[src/rtl/adder_sweep_pkg.sv]
// adder_sweep_pkg: shared state type, default width and last-index helper for the operand sweep
package adder_sweep_pkg;
  typedef enum logic [1:0] {IDLE, RUN, DONE} state_t;
  localparam int WIDTH_DEF = 4;
  function automatic int last_idx(input int w);
    return (1 << (2 * w + 1)) - 1;
  endfunction
endpackage

[src/rtl/adder_ref_check.sv]
// adder_ref_check: compares the adder result against a reference sum on each transfer and counts mismatches
module adder_ref_check #(
  parameter int W = 4
) (
  input  logic           clk,
  input  logic           rst,
  input  logic [W-1:0]   a,
  input  logic [W-1:0]   b,
  input  logic           cin,
  input  logic [W-1:0]   s_in,
  input  logic           cout_in,
  input  logic           xfer,
  input  logic           clr,
  output logic [2*W+1:0] err_cnt
);
  logic [W:0]     exp_sum;
  logic [2*W+1:0] err_d, err_q;
  assign exp_sum = {1'b0, a} + {1'b0, b} + {{W{1'b0}}, cin};
  assign err_cnt = err_q;
  // clear on an accepted start, otherwise count one per mismatching transfer
  always_comb begin
    err_d = clr ? '0 : (xfer && ({cout_in, s_in} != exp_sum)) ? err_q + 1'b1 : err_q;
  end
  // error counter register
  always_ff @(posedge clk) begin
    if (rst) err_q <= '0;
    else     err_q <= err_d;
  end
endmodule

[src/rtl/adder_sweep_gen.sv]
// adder_sweep_gen: exhaustive {cin,a,b} operand generator with valid/ready handshake; ADDER_SWEEP_SELF_CHECK_EN adds result checking
module adder_sweep_gen
  import adder_sweep_pkg::*;
#(
  parameter int WIDTH = WIDTH_DEF
) (
  input  logic               clk_50MHz,
  input  logic               rst,
  input  logic               start,
  input  logic               op_ready,
`ifdef ADDER_SWEEP_SELF_CHECK_EN
  input  logic [WIDTH-1:0]   s_in,
  input  logic               cout_in,
  output logic [2*WIDTH+1:0] err_cnt,
`endif
  output logic               op_valid,
  output logic [WIDTH-1:0]   a,
  output logic [WIDTH-1:0]   b,
  output logic               cin,
  output logic [2*WIDTH:0]   vec_idx,
  output logic               busy,
  output logic               done
);
  localparam int IW = 2 * WIDTH + 1;
  localparam logic [IW-1:0] LAST = IW'(last_idx(WIDTH));
  state_t        state_d, state_q;
  logic [IW-1:0] idx_d, idx_q;
  logic          xfer, start_acc;
  assign op_valid  = (state_q == RUN);
  assign busy      = op_valid;
  assign done      = (state_q == DONE);
  assign xfer      = op_valid && op_ready;
  assign start_acc = start && (state_q != RUN);
  assign vec_idx   = idx_q;
  assign b         = idx_q[WIDTH-1:0];
  assign a         = idx_q[2*WIDTH-1:WIDTH];
  assign cin       = idx_q[2*WIDTH];
  // start restarts from zero outside RUN; each transfer advances, the last one finishes and holds the index
  always_comb begin
    state_d = state_q;
    idx_d   = idx_q;
    if (start_acc) begin
      state_d = RUN;
      idx_d   = '0;
    end else if (xfer) begin
      state_d = (idx_q == LAST) ? DONE : RUN;
      idx_d   = (idx_q == LAST) ? idx_q : idx_q + 1'b1;
    end
  end
  // state and index registers
  always_ff @(posedge clk_50MHz) begin
    if (rst) begin
      state_q <= IDLE;
      idx_q   <= '0;
    end else begin
      state_q <= state_d;
      idx_q   <= idx_d;
    end
  end
`ifdef ADDER_SWEEP_SELF_CHECK_EN
  adder_ref_check #(.W(WIDTH)) u_chk (
    .clk     (clk_50MHz),
    .rst     (rst),
    .a       (a),
    .b       (b),
    .cin     (cin),
    .s_in    (s_in),
    .cout_in (cout_in),
    .xfer    (xfer),
    .clr     (start_acc),
    .err_cnt (err_cnt)
  );
`endif
endmodule

[config.mk]
export PLATFORM = sky130hd
export DESIGN_NAME = adder_sweep_gen
export DESIGN_NICKNAME = d
export VERILOG_FILES = /design/src/rtl/adder_sweep_pkg.sv /design/src/rtl/adder_ref_check.sv /design/src/rtl/adder_sweep_gen.sv
export SDC_FILE = /design/constraint.sdc
export NUM_CORES = 1
export LEC_CHECK = 0
export CORE_MARGIN = 1.5
export CORE_UTILIZATION = 44
export CTS_CLUSTER_DIAMETER = 50
export CTS_CLUSTER_SIZE = 25
export DETAILED_ROUTE_END_ITERATION = 8
export MAX_ROUTING_LAYER = met4
export PLACE_DENSITY_LB_ADDON = 0.05
export SETUP_SLACK_MARGIN = 0.4
export SYNTH_ARGS = -nofsm -noshare
export SYNTH_HDL_FRONTEND = slang
export SYNTH_HIERARCHICAL = 1
export SYNTH_SLANG_ARGS = --single-unit
[constraint.sdc]
create_clock -name clk_50MHz -period 3.4 [get_ports clk_50MHz]
set_clock_uncertainty 0.15 [all_clocks]
set_input_delay 1.02 -clock clk_50MHz [delete_from_list [all_inputs] [get_ports clk_50MHz]]
set_output_delay 1.02 -clock clk_50MHz [all_outputs]
set_load 0.005 [all_outputs]
# Yosys cells after proc, flatten, opt, wreduce, memory -nomap -nowiden
# Cells that the tools add are included.
[word_totals]
regBits = 11
output_inout_bits = 21
wordCells = 17
[op_classes]
n_addsub = 1
n_eq_ne = 4
muxes = 3
bitwise_logic = 1
n_reduce_logical = 5
[ops]
columns = ["cell", "count"]
rows = [
  ["9-bit by 1-bit adder with 9-bit output (second input constant)", 1],
  ["9-bit equality test (second input constant)", 1],
  ["2-bit by 1-bit equality test with 1-bit output (second input constant)", 1],
  ["2-bit equality test (second input constant)", 1],
  ["1-bit logical AND", 2],
  ["1-bit two-way mux", 2],
  ["2-bit two-way mux", 1],
  ["2-bit by 1-bit != test with 1-bit output (second input constant)", 1],
  ["2-bit AND reduction", 1],
  ["2-bit nonzero test", 1],
  ["2-bit OR reduction", 1],
  ["1-bit NOT", 1],
]

# Longest topological paths before layout
# Gate-level depths: netlist (run 1).
[logic_depth]
ltp_word = 4
ltp_mapped = 8
ltp_nobuf = 7

# Worst setup path after synthesis (run 1)
# OpenSTA, ideal clock, no wires.
[synth_timing]
kind = "register -> output"
startpoint = "register state_q[0]"
endpoint = "output op_valid"
arrival_ps = 865
required_time_ps = 2230
path_slack_ps = 1365
path_stages_with_launch = 3
cell_sequence = "dfxtp_1 > nor2b_1 > buf_4"
[synth_between]
elab_chain_cells = 1
[synth_lines]
columns = ["element", "line_no", "rtl"]
rows = [
  ["from (decl)", "adder_sweep_gen.sv:26", "state_t state_d, state_q;"],
  ["from (signal assigned)", "adder_sweep_gen.sv:56", "state_q <= state_d;"],
  ["2-bit by 1-bit equality test with 1-bit output", "adder_sweep_gen.sv:29", "assign op_valid = (state_q == RUN);"],
  ["to (decl)", "adder_sweep_gen.sv:16", "output logic op_valid,"],
]
# No other way between the ends.

# Worst setup path in the final report (run 1)
# Ends and elaborated chain as after synthesis.

==> results.ini, run 1 <==
[clock_network]
tritoncts=yes
numCtsBuffers=3
clk_latency_ps=270
clk_pin_slew_ps=70
htreeDepth=1
ctsRootBufferMaster=clkbuf_4
ctsHoldBuffers=0
cts_setup_buffers=0
cts.repair.resized=0
clock-sinks=11
cts_buffer_depth=2

[routing]
ant_nets=0
routed_via_density=5.27
m1WireLength_um=574
wl_met3_um=47
drcViolationCount=0
top_layer=met4
vias=532
drt-total-wl_um=1170
drt-pass1-iter-count=3
dr_wl_met2_um=525
drt-wirelength-per-cell_um=11.5
first_iter_violations=3

[worst_setup_path]
worstSetupStartpointType=flop
rr_endpoint=vec_idx[5]$_SDFFE_PP0P_
r2r_cells=7
cp_max_fo=6
cp-startpoint=state_q[0]$_SDFFE_PP0P_
cp_top_family=buffers and inverters
cp_num_buf_inv=1
cp.required_ps=2230
cp-end-kind=primary output
rr_startpoint=vec_idx[0]$_SDFFE_PP0P_
crit_chain=nor2b_1 -> clkdlybuf4s50_1
critical_path_arrival_ps=1620
critPathKind=reg -> out
cpPeakStageDelay_ps=560
cp_slowest_cell=clkdlybuf4s50_1
cp_num_cells=2
reg2reg_setup_slack_ps=1250
worstSetupEndpoint=op_valid

[timing]
fin_ws_ps=610
final_hold_viol_count=0
maxSlewHeadroom=0.709
max_freq_mhz=358
maxSlewViolCount=0
finalSetupViolations=0
fin_tns_setup_ps=0
rsz0062_at_grt=no
tightest_slew_ps=437
period_share=0.821
period_minus_slack_ps=2790

[global_routing]
grt_max_degree=15
grt_overflow_total=0
first_global_vias=446
grt_pass1_wl_um=1860
grtUsageTotal=0.180
antenna_found_initial=0

[cells_and_area]
register_area_um2=220
diodes=0
nets=93
nFillCells=129
multiInputGateArea_um2=295
postLayoutCellArea_um2=812
final_common_cell=clkdlybuf4s50_1
drive_gt1_frac=0.0698
syn_to_final_growth_pct=32.4
final_cell_mix=24 x clkdlybuf4s50_1, 11 x dfxtp_1, 8 x a21oi_1, 6 x nand2_1
final_cells=101

[logic_synthesis]
netlist_area_um2=613
syn_avg_cell_area_um2=8.89
syn_inst=69
postSynthNetCount=75
yosysUniqueCellTypes=22
synth-seq-cells=11
synth_warnings=6
yosysSeqAreaShare=0.359

[flow_run]
maxCapViolations=0

[place]
dp_hpwl_um=857
dpl_worst_slack_ps=715
place_area_um2=786
dp.cells=97
io_buffers=24
gp_congestion=0.743

[floorplan]
coreArea_um2=1300
start_util=0.471
io_pins=25
chipWidth_um=40.3
die_area_um2=1630
rows=13
die_height_um=40.3

[min_path]
min_path_type=reg -> reg
hold_start=vec_idx[1]$_SDFFE_PP0P_

[run_status]
run_status=completed

[power_and_ir_drop]
power_leakage_uw=0.000259
p_per_area_nw_per_um2=303
ir_drop_mv=0.190

-- report_power, final --
part / switching (uW) / internal, uW
clock network: 45.7 / 45.5
logic: 9.85 / 12.2
registers: 2.54 / 130
total: 58.1 / 188
-- per-stage QoR --
stage / power, uW / hold slack [ps] / util
finish: 246 / 357 / 0.624
global route: 259 / 386 / 0.624
CTS: 248 / 357 / 0.624
detailed placement: 158 / 345 / 0.604
global placement: 158 / 340 / 0.604
floorplan: 149 / 332 / -
-- flip-flops by register name (all words and copies together), names as in the netlist --
| register | cells |
|---|---|
| vec_idx | 9 |
| state_q | 2 |
-- kinds of logic after synthesis --
kind of cell | after synthesis | share of synthesized area
AOI/OAI and AO/OA | 17 | 0.173
adders and majority gates | 2 | 0.0408
and+or+nand+nor | 24 | 0.253
buffers and inverters | 14 | 0.159
xor gates and xnor gates | 1 | 0.0143
DFF | 11 | 0.359
-- worst min-delay path, cell delays in order, from the launching register on --
cell and delay [ps]:
dfxtp_1 340, nand2_1 60, a21oi_1 50
-- cells in the mapped netlist --
cell type	instances	area, um^2
dfxtp_1	11	220
buf_4	10	75.1
a21oi_1	8	40.0
nand2_1	6	22.5
nor2_1	4	15.0
o31ai_1	4	30.0
or4_1	4	30.0
inv_1	3	11.3
nand3_1	3	15.0
ha_1	2	25.0
o21ai_0	2	10.0
or3_1	2	12.5
a311oi_1	1	8.76
a31oi_1	1	6.26
and2b_1	1	7.51
and4bb_2	1	12.5
buf_6	1	11.3
nand4_1	1	6.26
nand4bb_4	1	27.5
nor2b_1	1	6.26
o21bai_2	1	11.3
xnor2_1	1	8.76
-- worst min path at each step --
stage	endpoint	slack (ps)	depth (start not counted)
2_1_floorplan	vec_idx[8]$_SDFFE_PP0P_	330	2
3_5_place_dp	vec_idx[8]$_SDFFE_PP0P_	340	2
5_1_grt	vec_idx[8]$_SDFFE_PP0P_	390	2
4_1_cts	vec_idx[8]$_SDFFE_PP0P_	360	2
6_report	vec_idx[1]$_SDFFE_PP0P_	360	2
3_3_place_gp	vec_idx[8]$_SDFFE_PP0P_	340	2
-- routing by layer --
metal / up-vias / global-route usage
met5: - / -
met3: 4 / 0.0500
met2: 13 / 0.270
met1: 241 / 0.215
met4: 0 / 0.100
li1: 274 / -
-- layout make-up --
cell class              count  share of cell area
clock buffers               4              0.0324
inverters                   3              0.0139
well taps                  15              0.0231
flip-flops and latches     11               0.271
repair buffers             24               0.296
multi-input cells          44               0.364
Power figures use the tool's default switching activity.
==> run 2, diff against run 1 <==
--- a/config.mk
+++ b/config.mk
@@ -6,7 +6,7 @@
 export NUM_CORES = 1
 export LEC_CHECK = 0
 export CORE_MARGIN = 1.5
-export CORE_UTILIZATION = 44
+export CORE_UTILIZATION = 41
 export CTS_CLUSTER_DIAMETER = 50
 export CTS_CLUSTER_SIZE = 25
 export DETAILED_ROUTE_END_ITERATION = 8
==> constraint.sdc (replaced) <==
create_clock -name clk_50MHz -period 2.9 [get_ports clk_50MHz]
set_clock_uncertainty 0.15 [all_clocks]
set_input_delay 0.87 -clock clk_50MHz [delete_from_list [all_inputs] [get_ports clk_50MHz]]
set_output_delay 0.87 -clock clk_50MHz [all_outputs]
set_load 0.005 [all_outputs]
==> run 2 against run 1 <==
  * Worst hold slack got worse by 4.1 ps
  * Global-route usage decreased by 3.5 points
  * Clock-buffer cell count unchanged
  * Utilization fell by 1.6 points
  * Routed wire length is 0.77% higher
  * Non-clock buffer count unchanged
  * Critical path depth is the same
  * Sequential share of layout area fell by 0.14 points
  * Worst setup slack worse by 120 ps
  * Total power increased by 17%
  * Sequential power is 17% higher
==> results.ini, run 2 (synthesis gave the netlist of run 1 again) <==
[place]
place_area_um2=786
dpl_worst_slack_ps=372
io_buffers=24
gp_congestion=0.701
dp_hpwl_um=856

[min_path]
hold_depth=2
min_path_type=reg -> reg
hold_start=vec_idx[8]$_SDFFE_PP0P_
worstHoldEndpoint=vec_idx[8]$_SDFFE_PP0P_

[routing]
m1WireLength_um=526
ant_nets=0
drt-pass1-iter-count=4
top_layer=met4
wl_met3_um=59
drt-wirelength-per-cell_um=11.6
vias=548
dr_wl_met2_um=581
drcViolationCount=0
drt-total-wl_um=1170
routed_via_density=5.43
first_iter_violations=10

[timing]
period_minus_slack_ps=2410
maxSlewViolCount=0
max_freq_mhz=416
tightest_slew_ps=418
final_hold_viol_count=0
maxSlewHeadroom=0.721
rsz0062_at_grt=no
fin_ws_ps=494
period_share=0.830
fin_tns_setup_ps=0
finalSetupViolations=0

[worst_setup_path]
cp.required_ps=1880
cp_slowest_cell=clkdlybuf4s50_1
rr_endpoint=vec_idx[7]$_SDFFE_PP0P_
cp_max_fo=6
critical_path_arrival_ps=1390
r2r_cells=7
critPathKind=reg -> out
cpPeakStageDelay_ps=520
rr_startpoint=vec_idx[0]$_SDFFE_PP0P_
worstSetupStartpointType=flop
cp-end-kind=primary output
reg2reg_setup_slack_ps=740
crit_chain=nor2b_4 -> clkdlybuf4s50_1

[global_routing]
grt_pass1_wl_um=1930
first_global_vias=445
antenna_found_initial=0
grtUsageTotal=0.145
grt_max_degree=15
grt_overflow_total=0

[power_and_ir_drop]
p_comb_frac=0.093
p_per_area_nw_per_um2=350
internal-power_uw=221
p_switching_uw=66.2
power_leakage_uw=0.000263
power_frac_clock=0.364
p_seq_frac=0.543
ir_drop_mv=0.240
switching_share=0.230

[cells_and_area]
drive_gt1_frac=0.0930
largest_reg_flops=9
finalCoreUtilization=0.608
nets=93
diodes=0
final_common_cell=clkdlybuf4s50_1
syn_to_final_growth_pct=33.9
postLayoutCellArea_um2=821
nFillCells=122
final_cell_mix=24 x clkdlybuf4s50_1, 10 x dfxtp_1, 8 x a21oi_1, 6 x nand2_1

[clock_network]
cts_buffer_depth=2
clock-sinks=11
clk_pin_slew_ps=70
clk_latency_ps=260
tritoncts=yes
htreeDepth=1
ctsRootBufferMaster=clkbuf_4
numCtsBuffers=3

[floorplan]
die_height_um=41.7
chipWidth_um=41.7
start_util=0.454
die_area_um2=1740
io_pins=25
coreArea_um2=1350
rows=13

[flow_run]
maxCapViolations=0

[run_status]
run_status=completed

-- run 2: cell count changes in the layout (fill, tap and decap cells not counted) --
cell	previous run	this run
dfxtp_1	11	10
dfxtp_2	0	1
nor2b_1	1	0
nor2b_4	0	1
-- run 2: repair_timing --
item                                   4_1_cts  5_1_grt
resized for setup                            3        0
setup endpoints to repair                    2        0
setup buffers                                0        0
hold buffers                                 0        0
endpoints found under the hold margin        0        0
-- run 2: worst max path at each step --
stage / start / endpoint / slack [ps]
global placement: op_ready / vec_idx[7]$_SDFFE_PP0P_ / 400
finish: state_q[0]$_SDFFE_PP0P_ / op_valid / 490
global route: state_q[0]$_SDFFE_PP0P_ / op_valid / 440
floorplan: vec_idx[0]$_SDFFE_PP0P_ / vec_idx[3]$_SDFFE_PP0P_ / 960
detailed placement: op_ready / vec_idx[7]$_SDFFE_PP0P_ / 370
CTS: state_q[0]$_SDFFE_PP0P_ / op_valid / 490
-- run 2: stage by stage --
stage | hold WS (ps) | total power, uW | cells
finish | 353 | 287 | 101
global route | 382 | 300 | 101
CTS | 356 | 291 | 101
detailed placement | 343 | 185 | 97
global placement | 337 | 185 | 97
floorplan | 332 | 174 | 69
-- run 2: area by class of cell --
type,instances,area (um^2),share of cell area
inverters,3,11.3,0.0137
flip-flops and latches,11,221,0.270
repair buffers,24,240,0.293
well taps,15,18.8,0.0229
clock buffers,4,26.3,0.0320
multi-input cells,44,303,0.369
-- run 2: metal layers --
metal / vias to the layer above / GRT usage
li1: 273 / -
met1: 254 / 0.181
met2: 19 / 0.222
met3: 2 / 0.0391
met4: 0 / 0.0581
met5: - / -
-- run 2: power by group through the flow --
stage | logic [uW] | registers (uW) | clock network (uW)
finish | 26.8 | 156 | 105
CTS | 27.1 | 156 | 108
global placement | 25.7 | 159 | 0
global route | 29.3 | 156 | 115
floorplan | 15.7 | 159 | 0
detailed placement | 26.1 | 159 | 0
-- run 2: worst max-delay path: cells and delay by family (launching register included) --
| kind | cells | cell delay [ps] |
|---|---|---|
| and+or+nand+nor | 1 | 210 |
| buffers and inverters | 1 | 520 |
| DFF | 1 | 400 |
==> run 3, diff against run 2 <==
==> constraint.sdc (replaced) <==
create_clock -name clk_50MHz -period 2.3 [get_ports clk_50MHz]
set_clock_uncertainty 0.15 [all_clocks]
set_input_delay 0.69 -clock clk_50MHz [delete_from_list [all_inputs] [get_ports clk_50MHz]]
set_output_delay 0.69 -clock clk_50MHz [all_outputs]
set_load 0.005 [all_outputs]
==> run 3 against run 2 <==
  * Worst hold slack improved by 62 ps
  * Utilization increased by 17 points
  * Total power increased by 29%
  * Critical path depth increased by 6
  * Sequential cell count unchanged
  * Combinational power increased by 86%
  * Final cell count increased by 21%
  * Largest cell class unchanged
  * Sequential share of layout area decreased by 3.3 points
==> results.ini, run 3 (synthesis gave the netlist of run 1 again) <==
[routing]
drt-pass1-iter-count=4
ant_nets=0
first_iter_violations=7
drt-wirelength-per-cell_um=13.7
vias=663
drt-total-wl_um=1680
drcViolationCount=0
routed_via_density=5.43

[floorplan]
start_util=0.454
io_pins=25
chipWidth_um=41.7
rows=13
die_height_um=41.7
die_area_um2=1740
coreArea_um2=1350

[cells_and_area]
largest_reg_flops=9
nets=114
drive_gt1_frac=0.449
syn_to_final_growth_pct=71.4
diodes=0
nFillCells=112
final_common_cell=dlygate4sd2_1
final_cell_mix=21 x dlygate4sd2_1, 18 x buf_4, 6 x nand2_1, 6 x a21oi_1, 6 x dfxtp_4
postLayoutCellArea_um2=1050

[place]
gp_congestion=0.748
place_area_um2=827
dp_hpwl_um=937
io_buffers=24

[global_routing]
grt_pass1_wl_um=2700
grt_overflow_total=0
antenna_found_initial=0
grt_max_degree=11
first_global_vias=621
grtUsageTotal=0.207

[timing]
final_hold_viol_count=0
maxSlewViolCount=0
fin_tns_setup_ps=0
tightest_slew_ps=500
period_minus_slack_ps=1970
rsz0062_at_grt=yes
period_share=0.855
maxSlewHeadroom=0.667
finalSetupViolations=0
max_freq_mhz=509

[min_path]
min_path_type=reg -> reg

[power_and_ir_drop]
power_leakage_uw=0.000470
ir_drop_mv=0.289
p_per_area_nw_per_um2=353

[clock_network]
cts_buffer_depth=2
clock-sinks=11
clk_pin_slew_ps=80
ctsRootBufferMaster=clkbuf_4
htreeDepth=1
clk_latency_ps=270
numCtsBuffers=3
tritoncts=yes

[worst_setup_path]
critPathKind=reg -> reg
cp_max_fo=5
critical_path_arrival_ps=2000
worstSetupStartpointType=flop
cp-end-kind=flop
cp.required_ps=2330

[run_status]
run_status=completed

[flow_run]
maxCapViolations=0

==> run 3: changes by cell type in the layout (fill, tap and decap cells not counted), moves of 2 or more <==
cell,change
ha_1,-2
buf_6,+2
dfxtp_1,-10
clkdlybuf4s50_1,-22
dfxtp_4,+6
dlygate4sd2_1,+21
a21oi_2,+2
a21oi_1,-2
dfxtp_2,+4
buf_4,+18
==> run 3: critical path, cell delays in order (launching register included) <==
cell	delay, ps
dfxtp_4	360
ha_4	160
nand3_2	70
nor2_2	40
ha_2	190
nand4bb_4	240
buf_6	160
or3_4	380
a21oi_2	150
==> run 3: worst paths after layout <==
| kind | startpoint | endpoint | slack (ps) | cells past startpoint |
|---|---|---|---|---|
| max | vec_idx[1]$_SDFFE_PP0P_ | vec_idx[2]$_SDFFE_PP0P_ | 330 | 8 |
| min | state_q[1]$_SDFFE_PP0P_ | state_q[1]$_SDFFE_PP0P_ | 420 | 2 |
| max reg2reg | vec_idx[1]$_SDFFE_PP0P_ | vec_idx[2]$_SDFFE_PP0P_ | 330 | 8 |
| min reg2reg | state_q[1]$_SDFFE_PP0P_ | state_q[1]$_SDFFE_PP0P_ | 420 | 2 |
==> run 3: through the flow <==
step	utilization	hold slack [ps]	instances	worst slack, ps	power [uW]
after global routing	0.778	457	122	289	388
after global placement	0.613	331	102	42.7	241
after CTS	0.731	405	120	376	369
final	0.778	415	122	334	371
after floorplan	-	332	69	411	220
after detailed placement	0.613	335	102	10.4	242
==> run 3: routing by layer <==
layer | part of all wire | GRT usage
met1 | 0.43 | 0.238
met2 | 0.51 | 0.366
met3 | 0.039 | 0.0391
met4 | 0.024 | 0.0581
met5 | 0 | -
==> run 3: area by class of cell <==
type	instances	area [um^2]	share of cell area
Tap cell	15	18.8	0.0179
Sequential cell	11	249	0.237
Clock buffer	4	26.3	0.0250
Inverter	3	11.3	0.0107
Timing Repair Buffer	44	372	0.354
Multi-Input combinational cell	45	374	0.356
==> run 3: repair_timing <==
action / in CTS / in global routing
setup buffers: 13 / 2
endpoints found under the setup margin: 27 / 8
gates resized for setup: 42 / 11
gates cloned: 1 / 0
pin swaps: 6 / 2
hold buffers: 0 / 0
==> run 3: report_power, final <==
| group | internal, uW | switching (uW) |
|---|---|---|
| clock | 67.0 | 65.2 |
| sequential | 186 | 2.27 |
| combinational | 27.0 | 22.8 |
| total | 280 | 90.3 |
